--- src/rtl/sipo_frame_ctrl_if.sv ---
`default_nettype none
// ============================================================================
// Module   : sipo_frame_ctrl_if
// Purpose  : Serial-in and parallel-out handshake bundle for sipo_frame_ctrl.
//            The master side drives the serial stream and accepts words.
//            The slave side is the deserialiser itself.
// Revision : 1.0  initial release
// ============================================================================
interface sipo_frame_ctrl_if #(
    parameter int WIDTH = 4
);
    logic             si;
    logic             si_vld;
    logic [WIDTH-1:0] q;
    logic             q_vld;
    logic             q_rdy;

    modport master (
        output si,
        output si_vld,
        output q_rdy,
        input  q,
        input  q_vld
    );

    modport slave (
        input  si,
        input  si_vld,
        input  q_rdy,
        output q,
        output q_vld
    );
endinterface
`default_nettype wire

--- src/rtl/sipo_frame_ctrl.sv ---
`default_nettype none
// ============================================================================
// Module   : sipo_frame_ctrl
// Purpose  : Framed serial-to-parallel converter.
//            A frame is one start bit (si=1) followed by WIDTH data bits,
//            sent MSB first. The received word is presented on q with a
//            valid/ready handshake. A word that completes while the previous
//            word is still unconsumed is dropped and raises sticky ovr_err.
// Option   : Define SIPO_FRAME_PARITY_EN to add one even-parity bit after the
//            data bits. This also adds the sticky par_err output.
// Revision : 1.0  initial release
// ============================================================================
module sipo_frame_ctrl #(
    parameter int WIDTH = 4
) (
    input  wire              clk,
    input  wire              rst_n,
    sipo_frame_ctrl_if.slave bus,
    output logic             busy,
    output logic             ovr_err,
    input  wire              err_clr
`ifdef SIPO_FRAME_PARITY_EN
    ,
    output logic             par_err
`endif
);

    localparam int                 c_CNT_W    = $clog2(WIDTH + 1);
    localparam logic [c_CNT_W-1:0] c_LAST_BIT = c_CNT_W'(WIDTH - 1);

    typedef enum logic [1:0] {
        S_IDLE   = 2'd0,
        S_SHIFT  = 2'd1,
`ifdef SIPO_FRAME_PARITY_EN
        S_PARITY = 2'd3,
`endif
        S_DONE   = 2'd2
    } state_t;

    state_t             r_state_q, w_state_d;
    logic [c_CNT_W-1:0] r_cnt_q,   w_cnt_d;
    logic [WIDTH-1:0]   r_shift_q, w_shift_d;
    logic [WIDTH-1:0]   r_q_q,     w_q_d;
    logic               r_q_vld_q, w_q_vld_d;
    logic               r_ovr_q,   w_ovr_d;
    logic               w_ovr_set;
`ifdef SIPO_FRAME_PARITY_EN
    logic               r_par_q,   w_par_d;
    logic               w_par_set;
`endif

    // Frame sequencing, shift register, output word register and error flags
    always_comb begin
        w_state_d = r_state_q;
        w_cnt_d   = r_cnt_q;
        w_shift_d = r_shift_q;
        w_q_d     = r_q_q;
        w_q_vld_d = r_q_vld_q;
        w_ovr_set = 1'b0;
`ifdef SIPO_FRAME_PARITY_EN
        w_par_set = 1'b0;
`endif

        // The consumer taking the word frees the output register. A load in
        // DONE below overrides this default.
        if (r_q_vld_q && bus.q_rdy) begin
            w_q_vld_d = 1'b0;
        end

        case (r_state_q)
            S_IDLE: begin
                if (bus.si_vld && bus.si) begin
                    w_state_d = S_SHIFT;
                    w_cnt_d   = '0;
                end
            end
            S_SHIFT: begin
                if (bus.si_vld) begin
                    w_shift_d = {r_shift_q[WIDTH-2:0], bus.si};
                    w_cnt_d   = r_cnt_q + 1'b1;
                    if (r_cnt_q == c_LAST_BIT) begin
`ifdef SIPO_FRAME_PARITY_EN
                        w_state_d = S_PARITY;
`else
                        w_state_d = S_DONE;
`endif
                    end
                end
            end
`ifdef SIPO_FRAME_PARITY_EN
            S_PARITY: begin
                if (bus.si_vld) begin
                    w_par_set = (^r_shift_q) ^ bus.si;
                    w_state_d = S_DONE;
                end
            end
`endif
            S_DONE: begin
                w_state_d = S_IDLE;
                // A stalled consumer keeps the old word. The new word is lost.
                if (r_q_vld_q && !bus.q_rdy) begin
                    w_ovr_set = 1'b1;
                end else begin
                    w_q_d     = r_shift_q;
                    w_q_vld_d = 1'b1;
                end
            end
            default: begin
                w_state_d = S_IDLE;
            end
        endcase

        // When a set and a clear happen in the same cycle, the set wins.
        w_ovr_d = w_ovr_set ? 1'b1 : (err_clr ? 1'b0 : r_ovr_q);
`ifdef SIPO_FRAME_PARITY_EN
        w_par_d = w_par_set ? 1'b1 : (err_clr ? 1'b0 : r_par_q);
`endif
    end

    // State register with asynchronous active-low reset
    always_ff @(posedge clk or negedge rst_n) begin
        if (!rst_n) begin
            r_state_q <= S_IDLE;
            r_cnt_q   <= '0;
            r_shift_q <= '0;
            r_q_q     <= '0;
            r_q_vld_q <= 1'b0;
            r_ovr_q   <= 1'b0;
`ifdef SIPO_FRAME_PARITY_EN
            r_par_q   <= 1'b0;
`endif
        end else begin
            r_state_q <= w_state_d;
            r_cnt_q   <= w_cnt_d;
            r_shift_q <= w_shift_d;
            r_q_q     <= w_q_d;
            r_q_vld_q <= w_q_vld_d;
            r_ovr_q   <= w_ovr_d;
`ifdef SIPO_FRAME_PARITY_EN
            r_par_q   <= w_par_d;
`endif
        end
    end

    assign bus.q     = r_q_q;
    assign bus.q_vld = r_q_vld_q;
    assign busy      = (r_state_q != S_IDLE);
    assign ovr_err   = r_ovr_q;
`ifdef SIPO_FRAME_PARITY_EN
    assign par_err   = r_par_q;
`endif

endmodule
`default_nettype wire

--- src/flat_wrapper.sv ---
// flat-port wrapper written by rule: the top's interface ports become plain ports
module sipo_frame_ctrl_flat 
#(
    parameter int WIDTH = 4
)
  (clk, rst_n, busy, ovr_err, err_clr, bus_si, bus_si_vld, bus_q_rdy, bus_q, bus_q_vld);
  sipo_frame_ctrl_if #(.WIDTH(WIDTH)) bus_i ();
  input  wire clk;
  input  wire rst_n;
  output logic busy;
  output logic ovr_err;
  input  wire err_clr;
  input wire logic [$bits(bus_i.si)-1:0] bus_si;
  input wire logic [$bits(bus_i.si_vld)-1:0] bus_si_vld;
  input wire logic [$bits(bus_i.q_rdy)-1:0] bus_q_rdy;
  output wire logic [$bits(bus_i.q)-1:0] bus_q;
  output wire logic [$bits(bus_i.q_vld)-1:0] bus_q_vld;
  assign bus_i.si = bus_si;
  assign bus_i.si_vld = bus_si_vld;
  assign bus_i.q_rdy = bus_q_rdy;
  assign bus_q = bus_i.q;
  assign bus_q_vld = bus_i.q_vld;
  sipo_frame_ctrl #(.WIDTH(WIDTH)) u_core (.clk(clk), .rst_n(rst_n), .bus(bus_i), .busy(busy), .ovr_err(ovr_err), .err_clr(err_clr));
endmodule
--- config.mk ---
export PLATFORM = sky130hd
export DESIGN_NAME = sipo_frame_ctrl_flat
export DESIGN_NICKNAME = d
export VERILOG_FILES = /design/src/rtl/sipo_frame_ctrl_if.sv /design/src/rtl/sipo_frame_ctrl.sv /design/src/flat_wrapper.sv
export SDC_FILE = /design/constraint.sdc
export NUM_CORES = 1
export LEC_CHECK = 0
export BUFFER_PORTS_ARGS = -buffer_cell sky130_fd_sc_hd__buf_2
export CAP_MARGIN = 20
export CORE_MARGIN = 5
export CORE_UTILIZATION = 42
export CTS_CLUSTER_DIAMETER = 150
export DETAILED_ROUTE_END_ITERATION = 10
export PLACE_DENSITY = 0.76
export SLEW_MARGIN = 25
export SYNTH_ARGS = -nofsm -noshare
export SYNTH_HDL_FRONTEND = slang
export SYNTH_SLANG_ARGS = --single-unit
--- constraint.sdc ---
create_clock -name clk -period 1.4 [get_ports clk]
set_input_delay 0.28 -clock clk [delete_from_list [all_inputs] [get_ports clk]]
set_output_delay 0.28 -clock clk [all_outputs]
set_load 0.02 [all_outputs]
==> run summary, run 1 <==
via count: 388
DP Area: 713 um2
Pre-antenna DRT Iters: 2
kind of start point of the critical path: register
Avg Inst Size Synth: 14.1 um2
area delta synth->final: 22.3%
Commonest cells post-synth: 15 x dfrtp_1, 9 x mux2_2, 3 x inv_1, 3 x nand2_1
Hold Path Origin: err_clr
dominant cells by area after synthesis: dfrtp_1 59%, mux2_2 16%, nand2b_4 4.3%
Multi-input gate area: 249 um2
initial DRC count: 1
critical path peak fanout: 2
final setup margin: 0.0718 ns
Die ar.: 0.00238 mm2
Slew headroom: 76.8%
PortBufs: 12
Post-Synth XOR/XNOR Area: 0%
Placement Rows: 14
final core occ: 52.6%
starting density of the core: 43.0%
Lkg Pwr: 0.401 nW
total of warnings raised by yosys: 0
number of setup violations in the final report: 0
first-pass GRT wire length: 1680 um
Total Wirelength: 974 um
Post-synth top flop: dfrtp_1
syn nets: 53
die height: 48.8 um
RSZ-0062 raised after global routing: false
# IOs: 13
post-synthesis adder-cell area fraction: 3.95%
CTS tree: done
Hold Path Class: in2reg
H-Tree Depth: 1
count of nets after finishing: 73
worst hold stages: 2
# clock sinks: 15
ANT cells: 0
proportion of layout cells with a drive suffix above 1: 50.0%
main combinational cell family by area after synthesis: multiplexers
Core Region: 0.00147 mm2
Reg2Reg Setup Slack: 0.09 ns
number of synthesized register bits: 15
R2R cell count: 4
Synth Cell Area: 633 um2
final hold vios: 0
Slew Viols, Final: 0
Worst path slowest cell: dfrtp_1
TritonCTS buffer count: 3
post-synth top area cell: dfrtp_1
global placer's final weighted congestion: 0.726
reg2reg end: u_core.r_cnt_q[0]
largest net degree at the start of global routing: 16
max-cap viol count: 0
Critical Path AT: 1.05 ns
Synth Area in Compound Gates: 5.34%
vias in the first global route: 371
mux contribution to synthesized area: 16.0%
Setup TNS: 0 ns
post-route ant nets: 0
slowest stage delay, CP: 0.39 ns
worst-case hold path end point: u_core.ovr_err
Peak VDD IR: 1.11 mV
cell chain of the critical path: or2_4 -> buf_6
Synth Instances: 45
crit path time final: 1.33 ns
pre-CTS WS: 0.196 ns
CP endpoint kind: primary output
Clock Pin Slew Worst Setup and Hold Paths: 0.08 ns
Final HPWL DP: 720 um
Power Dens Cells: 1940 mW/mm2
CTS root buf: clkbuf_4
global route overflow: 0
Worst R2R Start: u_core.r_state_q[1]
Worst-Margin Slew: 0.345 ns
post-synth top area share: 59.3%
Worst Skew: 0.00821 ns
clk_lat worst skew: 0.28 ns
share of synthesized cell area in and, or, nand and nor gates: 13.6%
Achievable Freq: 753 MHz
Setup CP Type: reg2out
post-synthesis sequential area ratio: 59.3%
die span in x: 48.8 um
library cell with the highest instance count after synthesis: dfrtp_1
vias per cell: 4.85
critical path required time: 1.12 ns
fin crit share: 94.9%
Final Cell Area: 774 um2
antenna violations before repair: 0
Async S/R FF share, synth: 100%
EDFF count, synth: 0
number of fill cells: 130
DR DRC count: 0
DR WL/cell: 12.2 um
outcome: finished, final reports clean
total track usage: 9.12%
Max clock buf depth: 2
Netlist cell types: 17
register area: 377 um2
[cell type report]
class / instances / share of cell area, %
sequential: 15 / 48.6
multi-input combinational: 27 / 32.1
timing repair buffer: 15 / 11.8
tap: 16 / 2.58
clock buffer: 4 / 3.39
inverter: 3 / 1.45
[registers in the layout (all words and copies together) (netlist names)]
name and cells:
u_core.bus.q_vld 1, u_core.r_state_q 2, u_core.ovr_err 1, u_core.bus.q 4, u_core.r_cnt_q 3, u_core.r_shift_q 4
[cell families (layout without fill, tap and decap cells)]
logic type / count (synthesis) / in the layout
AOI/OAI and AO/OA: 5 / 5
muxes: 9 / 9
buffers and inverters: 3 / 22
adders and majority gates: 2 / 2
and+or+nand+nor: 11 / 11
DFF: 15 / 15
[worst max-delay path by stage]
stage / start / to / slack, ns / depth (start not counted)
2_1_floorplan: u_core.bus.q_vld / u_core.bus.q[0] / 0.27 / 3
3_3_place_gp: u_core.r_state_q[1] / u_core.r_cnt_q[0] / 0.18 / 3
3_5_place_dp: u_core.r_state_q[1] / u_core.r_cnt_q[0] / 0.20 / 3
4_1_cts: u_core.r_state_q[0] / busy / 0.002 / 2
5_1_grt: u_core.r_state_q[0] / busy / 0.03 / 2
6_report: u_core.r_state_q[0] / busy / 0.07 / 2
[cell usage in the layout (no fill, tap or decap)]
cell           instances
nand2b_4               2
dlygate4sd3_1          1
o22ai_1                1
o21ai_0                1
inv_1                  3
and2b_2                1
nor3b_1                1
mux2_2                 9
clkbuf_4               3
a21oi_1                1
nand2b_1               1
nand3b_1               1
buf_2                 11
a22o_1                 1
nand2_1                3
o2bb2ai_1              1
buf_6                  1
clkbuf_1               1
ha_1                   2
dfrtp_2                1
or2_4                  1
dfrtp_1               14
nand3b_2               1
buf_4                  2
[where the power goes]
| part | leakage (nW) | internal [mW] | switching, mW | total, mW |
|---|---|---|---|---|
| combinational | 0.196 | 0.314 | 0.260 | 0.574 |
| sequential | 0.189 | 0.601 | 0.0877 | 0.689 |
| clock | 0.0150 | 0.111 | 0.126 | 0.237 |
| total | 0.401 | 1.03 | 0.474 | 1.50 |
[repair_timing]
item | in CTS | in global routing
setup endpoints to repair | 1 | 1
endpoints found under the hold margin | 15 | 0
setup buffers | 2 | 0
resized for setup | 3 | 1
hold buffers | 1 | 0
[metal layers]
metal  track usage (%)  up-vias  part of all wire [%]
met1              11.0      183                    44
met4              4.04        0                   1.0
li1                  -      192                     -
met5                 0        -                     0
met2              12.8       11                    46
met3              5.50        2                   8.8
[worst max-delay path, delay by kind of cell, from the launching register on]
kind                   cells  cell delay (ns)
AND/OR/NAND/NOR            1             0.25
flip-flops                 1             0.39
buffers and inverters      1             0.13
[per-stage QoR]
stage / cells / hold WS, ns / power (mW)
floorplan: 45 / -0.0156 / 1.07
global placement: 73 / 0.196 / 1.20
detailed placement: 73 / 0.198 / 1.22
CTS: 80 / 0.181 / 1.52
global route: 80 / 0.174 / 1.61
finish: 80 / 0.191 / 1.50
Note: power is estimated with default switching activity, not from simulation.
==> inputs of run 2 (changes only) <==
--- a/config.mk
+++ b/config.mk
@@ -5,13 +5,14 @@
 export SDC_FILE = /design/constraint.sdc
 export NUM_CORES = 1
 export LEC_CHECK = 0
+export ABC_AREA = 1
 export BUFFER_PORTS_ARGS = -buffer_cell sky130_fd_sc_hd__buf_2
 export CAP_MARGIN = 20
 export CORE_MARGIN = 5
 export CORE_UTILIZATION = 42
 export CTS_CLUSTER_DIAMETER = 150
 export DETAILED_ROUTE_END_ITERATION = 10
-export PLACE_DENSITY = 0.76
+export PLACE_DENSITY = 0.75
 export SLEW_MARGIN = 25
 export SYNTH_ARGS = -nofsm -noshare
 export SYNTH_HDL_FRONTEND = slang
==> run summary, run 2 <==
worst hold stages: 2 (unchanged)
antenna violations before repair: 0 (unchanged)
ANT cells: 0 (unchanged)
post-synthesis sequential area ratio: 56.0% (-3.3 points)
CP top delay family: flip-flops
most frequent cells in the layout: 25 x nand2_1, 13 x inv_1, 13 x dfrtp_1
Setup TNS: 0 ns (unchanged)
worst-case hold path end point: u_core.ovr_err
Die ar.: 0.00250 mm2 (+4.7%)
cell total after placement: 103 (+41%)
fin crit share: 95.9% (+1.0 points)
TritonCTS buffer count: 3 (unchanged)
Non-Filler Instances: 111 (+39%)
Peak VDD IR: 0.746 mV (-33%)
count of nets after finishing: 104 (+42%)
Setup CP Type: reg2out
Critical Path AT: 1.06 ns (about the same)
Slew Viols, Final: 0 (unchanged)
DR DRC count: 0 (unchanged)
proportion of layout cells with a drive suffix above 1: 28.4% (-22 points)
syn nets: 84 (+58%)
PortBufs: 12 (unchanged)
post-synth top area cell: dfrtp_1
number of fill cells: 140 (+7.7%)
outcome: finished, final reports clean
final core occ: 53.3% (+0.69 points)
Hold Path Class: in2reg
Worst Skew: 0.00629 ns (-0.00192 ns)
Power Dens Cells: 1840 mW/mm2 (-4.8%)
Pre-antenna DRT Iters: 4 (+2)
Worst R2R Start: u_core.r_cnt_q[0]
clk_lat worst skew: 0.28 ns (about the same)
total of warnings raised by yosys: 0 (unchanged)
area delta synth->final: 19.8%
R2R cell count: 5 (+1)
initial DRC count: 6 (+5)
Achievable Freq: 745 MHz (-1.1%)
number of setup violations in the final report: 0 (unchanged)
CTS tree: done
EDFF count, synth: 0 (unchanged)
die height: 50.0 um (+2.3%)
Reg2Reg Setup Slack: 0.22 ns (+0.13 ns)
Post-synth top flop: dfrtp_1
vias per cell: 4.81 (-0.81%)
Avg Inst Size Synth: 8.82 um2 (-37%)
starting density of the core: 44.5% (+1.5 points)
Async S/R FF share, synth: 100% (unchanged)
Final HPWL DP: 937 um (+30%)
pre-CTS WS: 0.233 ns (+0.0362 ns)
most common cell after layout, fill and taps aside: nand2_1
PnR Total Power: 1.48 mW (-1.3%)
global placer's final weighted congestion: 0.719 (-1.0%)
via count: 534 (+38%)
library cell with the highest instance count after synthesis: nand2_1
Final Cell Area: 803 um2 (+3.7%)
critical path peak fanout: 6 (+4)
Total Wirelength: 1280 um (+32%)
Core Region: 0.00151 mm2 (+2.4%)
CP endpoint kind: primary output
Netlist cell types: 16 (-1)
kind of start point of the critical path: register
global route overflow: 0 (unchanged)
Worst path slowest cell: dfrtp_2
dominant cells by area after synthesis: dfrtp_1 56%, nand2_1 14%, inv_1 7.3%
critical path required time: 1.12 ns (about the same)
cell chain of the critical path: nor2_2 -> inv_1 -> buf_2
Max clock buf depth: 2 (unchanged)
post-route ant nets: 0 (unchanged)
reg2reg end: u_core.r_cnt_q[2]
Synth Instances: 76 (+69%)
Lkg Pwr: 0.460 nW (+15%)
RSZ-0062 raised after global routing: false
crit path time final: 1.34 ns (+0.0142 ns)
die span in x: 50.0 um (+2.3%)
Slew headroom: 77.4% (+0.66 points)
slowest stage delay, CP: 0.45 ns (+0.06 ns)
crit path buf inv count: 2 (+1)
register area: 378 um2 (+0.33%)
largest net degree at the start of global routing: 16 (unchanged)
Commonest cells post-synth: 25 x nand2_1, 15 x dfrtp_1, 13 x inv_1
H-Tree Depth: 1 (unchanged)
max-cap viol count: 0 (unchanged)
DR WL/cell: 11.5 um (-5.2%)
first-pass GRT wire length: 2150 um (+27%)
final hold vios: 0 (unchanged)
Worst-Margin Slew: 0.339 ns (-0.00622 ns)
final setup margin: 0.0577 ns (-0.0142 ns)
# IOs: 13 (unchanged)
DP Area: 739 um2 (+3.7%)
Hold WS: 0.189 ns (-0.00189 ns)
Multi-input gate area: 234 um2 (-6.0%)
post-synth top area share: 56.0% (-3.3 points)
Placement Rows: 14 (unchanged)
Hold Path Origin: err_clr
total track usage: 11.6% (+2.4 points)
Clock Pin Slew Worst Setup and Hold Paths: 0.09 ns (about the same)
Synth Cell Area: 671 um2 (+5.9%)
vias in the first global route: 487 (+31%)
CTS root buf: clkbuf_4
# clock sinks: 15 (unchanged)
number of synthesized register bits: 15 (unchanged)
## run 2: how the worst max path moves through the flow
stage / startpoint / to / cells after the start
after detailed placement: u_core.r_cnt_q[0] / u_core.r_cnt_q[2] / 5
after floorplan: u_core.r_cnt_q[0] / u_core.r_cnt_q[2] / 5
after CTS: u_core.r_state_q[0] / busy / 3
final: u_core.r_state_q[0] / busy / 3
after global placement: u_core.r_cnt_q[0] / u_core.r_cnt_q[2] / 5
after global routing: u_core.r_state_q[0] / busy / 3
## run 2: cells by family (layout without fill, tap and decap cells)
| group | after synthesis | count (layout) | synth area share, % |
|---|---|---|---|
| flops | 15 | 15 | 56.0 |
| simple gates | 39 | 39 | 25.7 |
| fa+ha+maj | 2 | 2 | 3.73 |
| buf+inv | 15 | 34 | 9.51 |
| compound gates | 5 | 5 | 5.04 |
## run 2: timing repair
action	CTS	global route
buffers inserted	0	3
setup endpoints to repair	1	1
endpoints found under the hold margin	15	0
gates resized for setup	1	2
hold buffers	1	0
## run 2: report_power, final
group	switching [mW]	total, mW	internal, mW
registers	0.112	0.691	0.579
logic	0.317	0.547	0.230
clock network	0.132	0.243	0.110
## run 2: worst register-to-register path, cell delays in order (launching register included)
cell     delay, ns
dfrtp_1       0.41
ha_1          0.22
ha_1          0.28
inv_1         0.04
nand4_1       0.07
nand2_1       0.06
## run 2: layout make-up
class,instances,share of cell area (%)
well taps,16,2.49
repair buffers,16,11.5
inverters,14,6.54
clock buffers,4,3.27
multi-input cells,46,29.1
flip-flops and latches,15,47.0
## run 2: metal layers
layer,routed length [um],vias up,track usage [%],part of all wire (%)
met3,64,4,2.11,5.0
met4,42,0,9.17,3.3
met5,0,-,0,0
met2,605,13,17.2,47
li1,-,274,-,-
met1,570,243,14.4,44
